## config.mk

```make
export PLATFORM = sky130hd
export DESIGN_NAME = uart_tx_buf
export DESIGN_NICKNAME = d
export VERILOG_FILES = /design/src/rtl/uart_tx_buf_pkg.sv /design/src/rtl/uart_sync_fifo.sv /design/src/rtl/uart_tx_buf.sv
export SDC_FILE = /design/constraint.sdc
export NUM_CORES = 1
export LEC_CHECK = 0
export BUFFER_PORTS_ARGS = -buffer_cell sky130_fd_sc_hd__buf_2
export CORE_ASPECT_RATIO = 1.25
export CORE_MARGIN = 4
export CORE_UTILIZATION = 28
export CTS_BUF_LIST = sky130_fd_sc_hd__clkbuf_8
export CTS_CLUSTER_SIZE = 10
export DETAILED_ROUTE_END_ITERATION = 7
export PLACE_DENSITY = 0.39
export SLEW_MARGIN = 25
export SYNTH_ARGS = -nofsm -noshare
export SYNTH_HDL_FRONTEND = slang
export SYNTH_SLANG_ARGS = --single-unit
```

## constraint.sdc

```tcl
create_clock -name clk_i -period 3.3 [get_ports clk_i]
set_input_delay 0.33 -clock clk_i [delete_from_list [all_inputs] [get_ports clk_i]]
set_output_delay 0.33 -clock clk_i [all_outputs]
set_load 0.05 [all_outputs]
```

## src/rtl/uart_tx_buf_pkg.sv

```systemverilog
// Shared definitions for the UART transmit buffer: byte width and launch FSM state encodings.
// Latency: none (types and constants only).
// Backpressure: not applicable.
package uart_tx_buf_pkg;

    // Native UART character width used as the default byte width.
    localparam int UART_DATA_WIDTH = 8;

    // Launch sequencer states (2-bit encoding).
    typedef enum logic [1:0] {
        TXB_IDLE   = 2'd0,
        TXB_LAUNCH = 2'd1,
        TXB_ARM    = 2'd2,
        TXB_DRAIN  = 2'd3
    } txb_state_e;

endpackage

```

## src/rtl/uart_sync_fifo.sv

```systemverilog
// Single-clock circular FIFO with registered occupancy, full/empty decode and sticky overflow.
// Latency: a push is visible at the head one cycle after acceptance; the head is read combinationally.
// Backpressure: pushes are dropped while full (and raise ovf_o); pops while empty are ignored.
//
// Ports:
//   clk_i, rst_n_i      clock, async active-low reset
//   push_i/push_dat_i   write strobe and data
//   pop_i/pop_dat_o     advance read pointer / current head entry
//   full_o, empty_o     decoded from the registered count
//   count_o             occupancy, one bit wider than the pointers
//   ovf_o, ovf_clr_i    sticky overflow flag and its clear
module uart_sync_fifo
    import uart_tx_buf_pkg::*;
#(
    parameter int DATA_WIDTH = UART_DATA_WIDTH,
    parameter int DEPTH_LOG2 = 4
) (
    input  logic                  clk_i,
    input  logic                  rst_n_i,
    input  logic                  push_i,
    input  logic [DATA_WIDTH-1:0] push_dat_i,
    input  logic                  pop_i,
    output logic [DATA_WIDTH-1:0] pop_dat_o,
    output logic                  full_o,
    output logic                  empty_o,
    output logic [DEPTH_LOG2:0]   count_o,
    output logic                  ovf_o,
    input  logic                  ovf_clr_i
);

    localparam int                DEPTH    = 1 << DEPTH_LOG2;
    localparam logic [DEPTH_LOG2:0] FULL_CNT = (DEPTH_LOG2 + 1)'(DEPTH);

    logic [DATA_WIDTH-1:0]   mem_q [DEPTH];
    logic [DEPTH_LOG2-1:0]   wr_ptr_q, wr_ptr_d;
    logic [DEPTH_LOG2-1:0]   rd_ptr_q, rd_ptr_d;
    logic [DEPTH_LOG2:0]     count_q, count_d;
    logic                    ovf_q, ovf_d;
    logic                    wr_en;
    logic                    rd_en;
    logic                    wr_drop;

    assign full_o    = (count_q == FULL_CNT);
    assign empty_o   = (count_q == '0);
    assign count_o   = count_q;
    assign ovf_o     = ovf_q;
    assign pop_dat_o = mem_q[rd_ptr_q];

    // Write acceptance depends only on the registered full flag, so a pop in
    // the same cycle does not make room for a write arriving while full.
    assign wr_en   = push_i & ~full_o;
    assign wr_drop = push_i &  full_o;
    assign rd_en   = pop_i  & ~empty_o;

    always_comb begin
        wr_ptr_d = wr_ptr_q;
        rd_ptr_d = rd_ptr_q;
        count_d  = count_q;
        ovf_d    = ovf_q;

        if (wr_en) begin
            wr_ptr_d = wr_ptr_q + DEPTH_LOG2'(1);
        end
        if (rd_en) begin
            rd_ptr_d = rd_ptr_q + DEPTH_LOG2'(1);
        end

        case ({wr_en, rd_en})
            2'b10:   count_d = count_q + (DEPTH_LOG2 + 1)'(1);
            2'b01:   count_d = count_q - (DEPTH_LOG2 + 1)'(1);
            default: count_d = count_q;
        endcase

        // A fresh overflow beats a clear arriving in the same cycle.
        if (wr_drop) begin
            ovf_d = 1'b1;
        end else if (ovf_clr_i) begin
            ovf_d = 1'b0;
        end
    end

    always_ff @(posedge clk_i or negedge rst_n_i) begin
        if (!rst_n_i) begin
            wr_ptr_q <= '0;
            rd_ptr_q <= '0;
            count_q  <= '0;
            ovf_q    <= 1'b0;
        end else begin
            wr_ptr_q <= wr_ptr_d;
            rd_ptr_q <= rd_ptr_d;
            count_q  <= count_d;
            ovf_q    <= ovf_d;
        end
    end

    // Storage is not reset; the pointers and count define which entries are live.
    always_ff @(posedge clk_i) begin
        if (wr_en) begin
            mem_q[wr_ptr_q] <= push_dat_i;
        end
    end

endmodule

```

## src/rtl/uart_tx_buf.sv

```systemverilog
// Byte buffer and launch sequencer feeding uart_tx one byte per busy handshake.
// Latency: byte accepted into an empty buffer at edge N launches (tx_o_v high) during N+1..N+2.
// Backpressure: bytes arriving while full are dropped and flagged on ovf_o; no launch while tx_busy_i=1.
//
// Ports:
//   clk_i, rst_n_i        clock, async active-low reset
//   rx_i, rx_i_v          byte in and write strobe
//   full_o, empty_o       buffer status
//   count_o               occupancy (DEPTH_LOG2+1 bits)
//   ovf_o, ovf_clr_i      sticky overflow flag and clear
//   tx_o, tx_o_v          byte and one-cycle launch pulse to uart_tx
//   tx_busy_i             uart_tx busy indication
module uart_tx_buf
    import uart_tx_buf_pkg::*;
#(
    parameter int DATA_WIDTH = UART_DATA_WIDTH,
    parameter int DEPTH_LOG2 = 4,
    parameter int BUSY_TO    = 4
) (
    input  logic                  clk_i,
    input  logic                  rst_n_i,
    input  logic [DATA_WIDTH-1:0] rx_i,
    input  logic                  rx_i_v,
    output logic                  full_o,
    output logic                  empty_o,
    output logic [DEPTH_LOG2:0]   count_o,
    output logic                  ovf_o,
    input  logic                  ovf_clr_i,
    output logic [DATA_WIDTH-1:0] tx_o,
    output logic                  tx_o_v,
    input  logic                  tx_busy_i
);

    localparam int            TW       = (BUSY_TO < 1) ? 1 : $clog2(BUSY_TO + 1);
    localparam logic [TW-1:0] TO_LIMIT = TW'(BUSY_TO);

    txb_state_e              state_q, state_d;
    logic [DATA_WIDTH-1:0]   tx_q, tx_d;
    logic                    tx_v_q, tx_v_d;
    logic [TW-1:0]           to_cnt_q, to_cnt_d;
    logic                    pop;
    logic [DATA_WIDTH-1:0]   head_dat;
    logic                    fifo_empty;

    uart_sync_fifo #(
        .DATA_WIDTH (DATA_WIDTH),
        .DEPTH_LOG2 (DEPTH_LOG2)
    ) u_fifo (
        .clk_i      (clk_i),
        .rst_n_i    (rst_n_i),
        .push_i     (rx_i_v),
        .push_dat_i (rx_i),
        .pop_i      (pop),
        .pop_dat_o  (head_dat),
        .full_o     (full_o),
        .empty_o    (fifo_empty),
        .count_o    (count_o),
        .ovf_o      (ovf_o),
        .ovf_clr_i  (ovf_clr_i)
    );

    assign empty_o = fifo_empty;
    assign tx_o    = tx_q;
    assign tx_o_v  = tx_v_q;

    always_comb begin
        state_d  = state_q;
        tx_d     = tx_q;
        to_cnt_d = to_cnt_q;
        pop      = 1'b0;

        case (state_q)
            TXB_IDLE: begin
                // uart_tx may still be busy here (e.g. it rose after a timeout);
                // hold off until it is free so we never launch over it.
                if (!fifo_empty && !tx_busy_i) begin
                    tx_d    = head_dat;
                    pop     = 1'b1;
                    state_d = TXB_LAUNCH;
                end
            end
            TXB_LAUNCH: begin
                to_cnt_d = '0;
                state_d  = TXB_ARM;
            end
            TXB_ARM: begin
                if (tx_busy_i) begin
                    state_d = TXB_DRAIN;
                end else begin
                    // No busy response within BUSY_TO cycles: assume the byte went
                    // out and move on rather than stall the queue.
                    to_cnt_d = to_cnt_q + TW'(1);
                    if ((to_cnt_q + TW'(1)) == TO_LIMIT) begin
                        state_d = TXB_IDLE;
                    end
                end
            end
            TXB_DRAIN: begin
                if (!tx_busy_i) begin
                    state_d = TXB_IDLE;
                end
            end
            default: begin
                state_d = TXB_IDLE;
            end
        endcase

        // Launch strobe is registered from the next state so it is a clean
        // flop output that is high exactly while the FSM sits in LAUNCH.
        tx_v_d = (state_d == TXB_LAUNCH);
    end

    always_ff @(posedge clk_i or negedge rst_n_i) begin
        if (!rst_n_i) begin
            state_q  <= TXB_IDLE;
            tx_q     <= '0;
            tx_v_q   <= 1'b0;
            to_cnt_q <= '0;
        end else begin
            state_q  <= state_d;
            tx_q     <= tx_d;
            tx_v_q   <= tx_v_d;
            to_cnt_q <= to_cnt_d;
        end
    end

endmodule

```

==> Implementation_results.wiki, run 1 <==
{| class="wikitable"
! Metric !! Value
|-
| Outcome || completed
|-
| Dominant cell type by area after synthesis || sky130_fd_sc_hd__edfxtp_1
|-
| Via/cell ratio || 4.55
|-
| Area of the die || 25500 sq um
|-
| Period utilisation layout || 92.3%
|-
| Total placed cells including tap cells || 676
|-
| Length of the first detailed-routing pass in iterations || 4
|-
| Share of cells above drive strength 1 || 27.0%
|-
| Clk slew on worst S/H paths || 90 ps
|-
| Kind of launch point of the worst setup path || flip-flop
|-
| Post-synthesis cell area || 6430 sq um
|-
| Wire length of the first global-routing pass || 21.0 mm
|-
| Register area || 4550 sq um
|-
| Upper clock frequency limit || 328 MHz
|-
| Top flip-flop cell by instance count after synthesis || sky130_fd_sc_hd__edfxtp_1
|-
| Power per Cell Area || 830 nW/um^2
|-
| Worst-path fanout max || 5
|-
| # IOs || 30
|-
| Endpoint class of the critical path || flip-flop
|-
| Final count of pins violating max slew || 0
|-
| Slew at the pin with the worst max-slew slack || 757 ps
|-
| Worst setup startpoint || u_fifo.count_o[0]
|-
| Hold violation count in the final report || 0
|-
| Initial standard-cell utilization of the core || 28.7%
|-
| Chip Width || 144 um
|-
| Fillers || 2187
|-
| Worst-case clock skew || 10.8 ps
|-
| Bufs on Longest Clock Path || 2
|-
| Die Span Y || 177 um
|-
| Post-detailed-route wirelength per cell || 19.4 um
|-
| DRC Markers || 0
|-
| Logic depth of the worst register-to-register path || 11
|-
| H-tree depth reported by CTS || 4
|-
| Initial antenna violation count || 0
|-
| DRC violation total after the first TritonRoute iteration || 173
|-
| Aggregate global routing overflow || 0
|-
| Setup repair after global routing missed its margin || no
|-
| Net count reported at finish || 438
|-
| CTS tree || yes
|-
| WP data arrival || 3380 ps
|-
| Number of distinct library cells after synthesis || 36
|-
| Type of the tightest min-delay check || in -> reg
|-
| Headroom to the max-slew limit || 49.5%
|-
| Clk Latency, worst-skew pair || 440 ps
|-
| Final Total Pwr || 0.00612 W
|-
| Static Leak || 2.65 nW
|-
| MaxCap Viol Count || 0
|-
| Post-synthesis sequential area ratio || 70.7%
|-
| HPWL reported at the end of detailed placement || 8.91 mm
|-
| Ranking of synthesized cells by instance count || sky130_fd_sc_hd__edfxtp_1, sky130_fd_sc_hd__nand2_1, sky130_fd_sc_hd__dfrtp_1
|-
| Synthesized net count || 384
|-
| Yosys warns || 0
|-
| Diodes inserted || 0
|-
| Worst IR drop on VDD || 0.520 mV
|-
| Mean instance size in the synthesized netlist || 17.9 sq um
|-
| Final setup violating endpoints || 0
|-
| Worst setup path end || u_fifo.count_o[4]
|-
| FF+latch count, synth || 156
|-
| Number of global-route vias before repair || 3410
|-
| Number of synthesized flops with an enable pin || 128
|-
| Proportion of netlist area held by the largest area contributor || 59.8%
|-
| Worst R2R Start || u_fifo.count_o[0]
|-
| Final GP Congestion || 0.798
|-
| Core footprint || 22400 sq um
|-
| Layout-stage area growth over the synthesis result || 14.8%
|-
| IO buf count || 29
|-
| Tmin final || 3050 ps
|-
| Total clock buffers created by CTS || 17
|-
| Total wire length after detailed routing || 13.8 mm
|-
| Combined area of the multi-input logic cells || 1700 sq um
|-
| Most common cell in the synthesized netlist || sky130_fd_sc_hd__edfxtp_1
|-
| Critical path start-end classification || reg -> reg
|-
| Reg-to-reg slack, setup || 250 ps
|-
| All-Layer GR Usage || 11.5%
|-
| Largest cells by area after synthesis || sky130_fd_sc_hd__edfxtp_1, sky130_fd_sc_hd__dfrtp_1, sky130_fd_sc_hd__mux4_1
|-
| Final cell count without fillers || 709
|-
| Reg-to-reg endpoint || u_fifo.count_o[4]
|-
| Vias || 3224
|-
| Data required time at the worst endpoint || 3630 ps
|-
| Maximum number of pins on one net before global-route repair || 29
|-
| Setup_tns || 0 ps
|-
| Antenna Nets Post-Route || 0
|-
| Number of core rows || 61
|-
| Number of sinks handled by clock tree synthesis || 156
|-
| Cell at the root of the clock tree || sky130_fd_sc_hd__clkbuf_8
|-
| Post-synthesis instance total || 359
|-
| Async set or reset register ratio after synthesis || 17.9%
|}
-- critical path: stages (launching register included) --
cell                      delay, ps
sky130_fd_sc_hd__dfrtp_1        440
sky130_fd_sc_hd__nor4_1         470
sky130_fd_sc_hd__nor2b_4        240
sky130_fd_sc_hd__or4_4          120
sky130_fd_sc_hd__inv_1           50
sky130_fd_sc_hd__ha_1           250
sky130_fd_sc_hd__ha_1           330
sky130_fd_sc_hd__nor2b_1        140
sky130_fd_sc_hd__o21ai_0        210
sky130_fd_sc_hd__a21oi_1        100
sky130_fd_sc_hd__or3b_2         450
sky130_fd_sc_hd__xnor2_1        130
-- final cells by class --
cell class	instances	area share, %
Clock inverter	15	2.10
Tap cell	283	4.80
Multi-Input combinational cell	172	23.0
Sequential cell	156	61.6
Timing Repair Buffer	54	4.71
Inverter	12	0.610
Clock buffer	17	3.17
-- cells in the final DEF, fill, tap and decap left out, drive strengths merged, types with 3 or more instances in the layout --
| cell type | n |
|---|---|
| edfxtp | 128 |
| buf | 53 |
| nand2 | 33 |
| mux4 | 32 |
| dfrtp | 28 |
| o21ai | 24 |
| inv | 20 |
| clkbuf | 17 |
| nor2 | 16 |
| ha | 11 |
| mux2i | 9 |
| mux2 | 8 |
| xnor2 | 8 |
| nor3 | 5 |
| clkinv | 4 |
| xor2 | 3 |
| a21oi | 3 |
| nor2b | 3 |
-- per-layer routing --
| layer | part of all wire, % | GRT usage, % | vias up |
|---|---|---|---|
| li1 | - | - | 1496 |
| met1 | 44 | 14.4 | 1648 |
| met2 | 52 | 19.3 | 67 |
| met3 | 3.4 | 2.86 | 13 |
| met4 | 1.5 | 4.12 | 0 |
| met5 | 0 | 0 | - |
-- power by group --
group | internal, W | switching [W] | total, W | leakage [nW]
combinational | 0.000844 | 0.00113 | 0.00197 | 0.959
clock | 0.000625 | 0.000781 | 0.00141 | 0.192
sequential | 0.00245 | 0.000300 | 0.00275 | 1.50
total | 0.00392 | 0.00221 | 0.00612 | 2.65
-- per-stage QoR --
stage          area [sq um]  hold WS, ps  setup WS, ps  utilization, %
2_1_floorplan          6440         34.4          20.1               -
3_3_place_gp           6980          441           293            31.1
3_5_place_dp           6980          448           230            31.1
4_1_cts                7380         80.7           199            32.9
5_1_grt                7380         97.1          51.1            32.9
6_report               7380          117           253            32.9
-- flip-flops by register name (all words and copies together) (netlist names) --
register / cells
u_fifo.count_o: 5
u_fifo.mem_q: 128
tx_o: 8
u_fifo.rd_ptr_q: 4
u_fifo.ovf_o: 1
to_cnt_q: 3
state_q: 2
tx_o_v: 1
u_fifo.wr_ptr_q: 4
-- worst min-delay path by stage --
stage               startpoint                 to  slack [ps]  cells past startpoint
global placement       rst_n_i  u_fifo.count_o[1]         440                      1
floorplan              rst_n_i         state_q[0]          30                      0
CTS                     rx_i_v       u_fifo.ovf_o          80                      2
finish                  rx_i_v       u_fifo.ovf_o         120                      2
global route            rx_i_v       u_fifo.ovf_o         100                      2
detailed placement     rst_n_i  u_fifo.count_o[1]         450                      1
-- logic make-up after synthesis --
group | share of synthesized area, %
xor+xnor | 1.50
compound gates | 2.88
simple gates | 4.59
fa+ha+maj | 2.45
buf+inv | 3.03
flops | 70.7
mux | 14.9
-- timing repair --
| action | 4_1_cts | 5_1_grt |
|---|---|---|
| buffers inserted | 0 | 0 |
| hold buffers | 1 | 0 |
| gates resized for setup | 0 | 0 |
| hold endpoints to repair | 28 | 0 |
No activity file was read; power rests on OpenSTA's default activity.
==> run 2: changes to the inputs <==
--- a/config.mk
+++ b/config.mk
@@ -9,7 +9,6 @@
 export CORE_ASPECT_RATIO = 1.25
 export CORE_MARGIN = 4
 export CORE_UTILIZATION = 28
-export CTS_BUF_LIST = sky130_fd_sc_hd__clkbuf_8
 export CTS_CLUSTER_SIZE = 10
 export DETAILED_ROUTE_END_ITERATION = 7
 export PLACE_DENSITY = 0.39
==> Implementation_results.wiki, run 2 (synthesis results as in run 1) <==
{| class="wikitable"
! Metric !! Value
|-
| Critical path start-end classification || reg -> reg
|-
| Hold_ws || 146 ps (+29.3 ps)
|-
| Share of cells above drive strength 1 || 27.0% (unchanged)
|-
| Area of the die || 25500 sq um (unchanged)
|-
| Largest register FFs || 128 (unchanged)
|-
| Reg with most FFs || u_fifo.mem_q
|-
| Period utilisation layout || 92.7% (+0.41 points)
|-
| Chain of cells forming the critical path || nor4_1 > nor2b_4 > or4_4 > inv_1 > ha_1 > ha_1 > nor2b_1 > o21ai_0 > a21oi_1 > or3b_2 > xnor2_1
|-
| WP data arrival || 3360 ps (-20 ps)
|-
| Post-layout util || 33.7% (+0.85 points)
|-
| PnR worst setup slack || 240 ps (-13.4 ps)
|-
| Post-CTS Setup Inserts || 0 (unchanged)
|-
| Vias || 3229 (+0.16%)
|-
| Total placed cells including tap cells || 676 (unchanged)
|-
| Critical-path top delay cell || sky130_fd_sc_hd__nor4_1
|-
| Bufs on Longest Clock Path || 2 (unchanged)
|-
| Total clock buffers created by CTS || 17 (unchanged)
|-
| Final GP Congestion || 0.798 (unchanged)
|-
| Endpoint class of the critical path || flip-flop
|-
| Kind of launch point of the worst setup path || flip-flop
|-
| Setup repair after global routing missed its margin || no
|-
| Gates resized, CTS repair || 0 (unchanged)
|-
| DRC violation total after the first TritonRoute iteration || 237 (+37%)
|-
| Worst IR drop on VDD || 0.520 mV (-0.12%)
|-
| All-Layer GR Usage || 11.6% (+0.10 points)
|-
| Core footprint || 22400 sq um (unchanged)
|-
| Aggregate global routing overflow || 0 (unchanged)
|-
| Outcome || completed
|-
| Clk slew on worst S/H paths || 70 ps (-20 ps)
|-
| Layout-stage area growth over the synthesis result || 17.7%
|-
| Net count reported at finish || 438 (unchanged)
|-
| Type of the tightest min-delay check || in -> reg
|-
| IO buf count || 29 (unchanged)
|-
| Family with the most delay on the worst path || simple AND/OR/NAND/NOR gates
|-
| Final count of pins violating max slew || 0 (unchanged)
|-
| Total wire length after detailed routing || 13.8 mm (+0.54%)
|-
| Length of the first detailed-routing pass in iterations || 4 (unchanged)
|-
| Wire length of the first global-routing pass || 21.2 mm (+0.95%)
|-
| HPWL reported at the end of detailed placement || 8.91 mm (unchanged)
|-
| Initial antenna violation count || 0 (unchanged)
|-
| Buffering stage count on the worst path with inverters included || 1 (unchanged)
|-
| Worst setup timing slack at the placement stage || 230 ps (unchanged)
|-
| Antenna Nets Post-Route || 0 (unchanged)
|-
| # IOs || 30 (unchanged)
|-
| Power per Cell Area || 877 nW/um^2 (+5.7%)
|-
| Setup_tns || 0 ps (unchanged)
|-
| Initial standard-cell utilization of the core || 28.7% (unchanged)
|-
| Data required time at the worst endpoint || 3600 ps (-30 ps)
|-
| DRC Markers || 0 (unchanged)
|-
| Highest-count cells in the layout ignoring fill and taps || sky130_fd_sc_hd__edfxtp_1, sky130_fd_sc_hd__nand2_1, sky130_fd_sc_hd__buf_2
|-
| Number of core rows || 61 (unchanged)
|-
| Headroom to the max-slew limit || 49.0% (-0.56 points)
|-
| Final cell count without fillers || 709 (unchanged)
|-
| H-tree depth reported by CTS || 4 (unchanged)
|-
| Upper clock frequency limit || 327 MHz (-0.44%)
|-
| Clk Latency, worst-skew pair || 420 ps (-20 ps)
|-
| Number of sinks handled by clock tree synthesis || 156 (unchanged)
|-
| Chip Width || 144 um (unchanged)
|-
| Hold violation count in the final report || 0 (unchanged)
|-
| MaxCap Viol Count || 0 (unchanged)
|-
| Cell at the root of the clock tree || sky130_fd_sc_hd__clkbuf_16
|-
| Maximum number of pins on one net before global-route repair || 29 (unchanged)
|-
| CTS tree || yes
|-
| Slew at the pin with the worst max-slew slack || 766 ps (+8.42 ps)
|-
| Most common cell after layout, fill and taps aside || sky130_fd_sc_hd__edfxtp_1
|-
| Tmin final || 3060 ps (+13.4 ps)
|-
| Post-detailed-route wirelength per cell || 19.5 um (+0.54%)
|-
| Number of global-route vias before repair || 3394 (-0.47%)
|-
| Via/cell ratio || 4.55 (+0.16%)
|-
| Fillers || 2158 (-1.3%)
|-
| Die Span Y || 177 um (unchanged)
|-
| Static Leak || 2.74 nW (+3.3%)
|-
| Critical path's largest stage delay || 480 ps (about the same)
|-
| Final setup violating endpoints || 0 (unchanged)
|-
| Cell occurring most often along the worst timing path || sky130_fd_sc_hd__ha_1
|-
| Diodes inserted || 0 (unchanged)
|-
| Worst-path fanout max || 5 (unchanged)
|-
| Worst-case clock skew || 8.91 ps (-1.86 ps)
|}
[run 2: power breakdown]
group / internal (W) / switching, W / leakage [nW] / total (W)
sequential: 0.00245 / 0.000300 / 1.50 / 0.00275
clock: 0.00107 / 0.000851 / 0.280 / 0.00192
combinational: 0.000844 / 0.00113 / 0.959 / 0.00197
[run 2: final cells by class]
| class | count | area [sq um] | area share, % |
|---|---|---|---|
| Clock inverter | 15 | 155 | 2.05 |
| Sequential cell | 156 | 4550 | 60.0 |
| Clock buffer | 17 | 425 | 5.62 |
| Timing Repair Buffer | 54 | 348 | 4.59 |
| Tap cell | 283 | 354 | 4.68 |
| Inverter | 12 | 45.0 | 0.595 |
| Multi-Input combinational cell | 172 | 1700 | 22.4 |
[run 2: through the flow]
stage / total power [W] / cell area [sq um]
2_1_floorplan: 0.00426 / 6440
3_3_place_gp: 0.00483 / 6980
3_5_place_dp: 0.00483 / 6980
4_1_cts: 0.00677 / 7570
5_1_grt: 0.00702 / 7570
6_report: 0.00664 / 7570
[run 2: final timing paths]
kind | startpoint | end | slack, ps | depth (start not counted)
max in group asynchronous | rst_n_i | u_fifo.rd_ptr_q[0] | 2240 | 2
worst min register to register | tx_o[6] | tx_o[6] | 480 | 2
worst max-delay path | u_fifo.count_o[0] | u_fifo.count_o[4] | 240 | 11
min in group asynchronous | rst_n_i | u_fifo.wr_ptr_q[1] | 520 | 2
worst min-delay path | rx_i_v | u_fifo.ovf_o | 150 | 2
worst max register to register | u_fifo.count_o[0] | u_fifo.count_o[4] | 240 | 11
[run 2: worst reg2reg max path: stages (launching register included)]
cell and delay [ps]:
sky130_fd_sc_hd__dfrtp_1 430, sky130_fd_sc_hd__nor4_1 480, sky130_fd_sc_hd__nor2b_4 240, sky130_fd_sc_hd__or4_4 120, sky130_fd_sc_hd__inv_1 50, sky130_fd_sc_hd__ha_1 250, sky130_fd_sc_hd__ha_1 340, sky130_fd_sc_hd__nor2b_1 140
sky130_fd_sc_hd__o21ai_0 210, sky130_fd_sc_hd__a21oi_1 100, sky130_fd_sc_hd__or3b_2 450, sky130_fd_sc_hd__xnor2_1 130
[run 2: metal layers]
layer / up-vias / part of all wire, % / GRT usage (%)
met4: 0 / 1.4 / 4.24
li1: 1496 / - / -
met5: - / 0 / 0
met2: 66 / 51 / 19.3
met1: 1656 / 44 / 14.6
met3: 11 / 3.1 / 2.94
[run 2: timing repair]
| item | 4_1_cts | 5_1_grt |
|---|---|---|
| endpoints found under the hold margin | 28 | 0 |
| hold buffers | 1 | 0 |
| endpoints found under the setup margin | 0 | 0 |
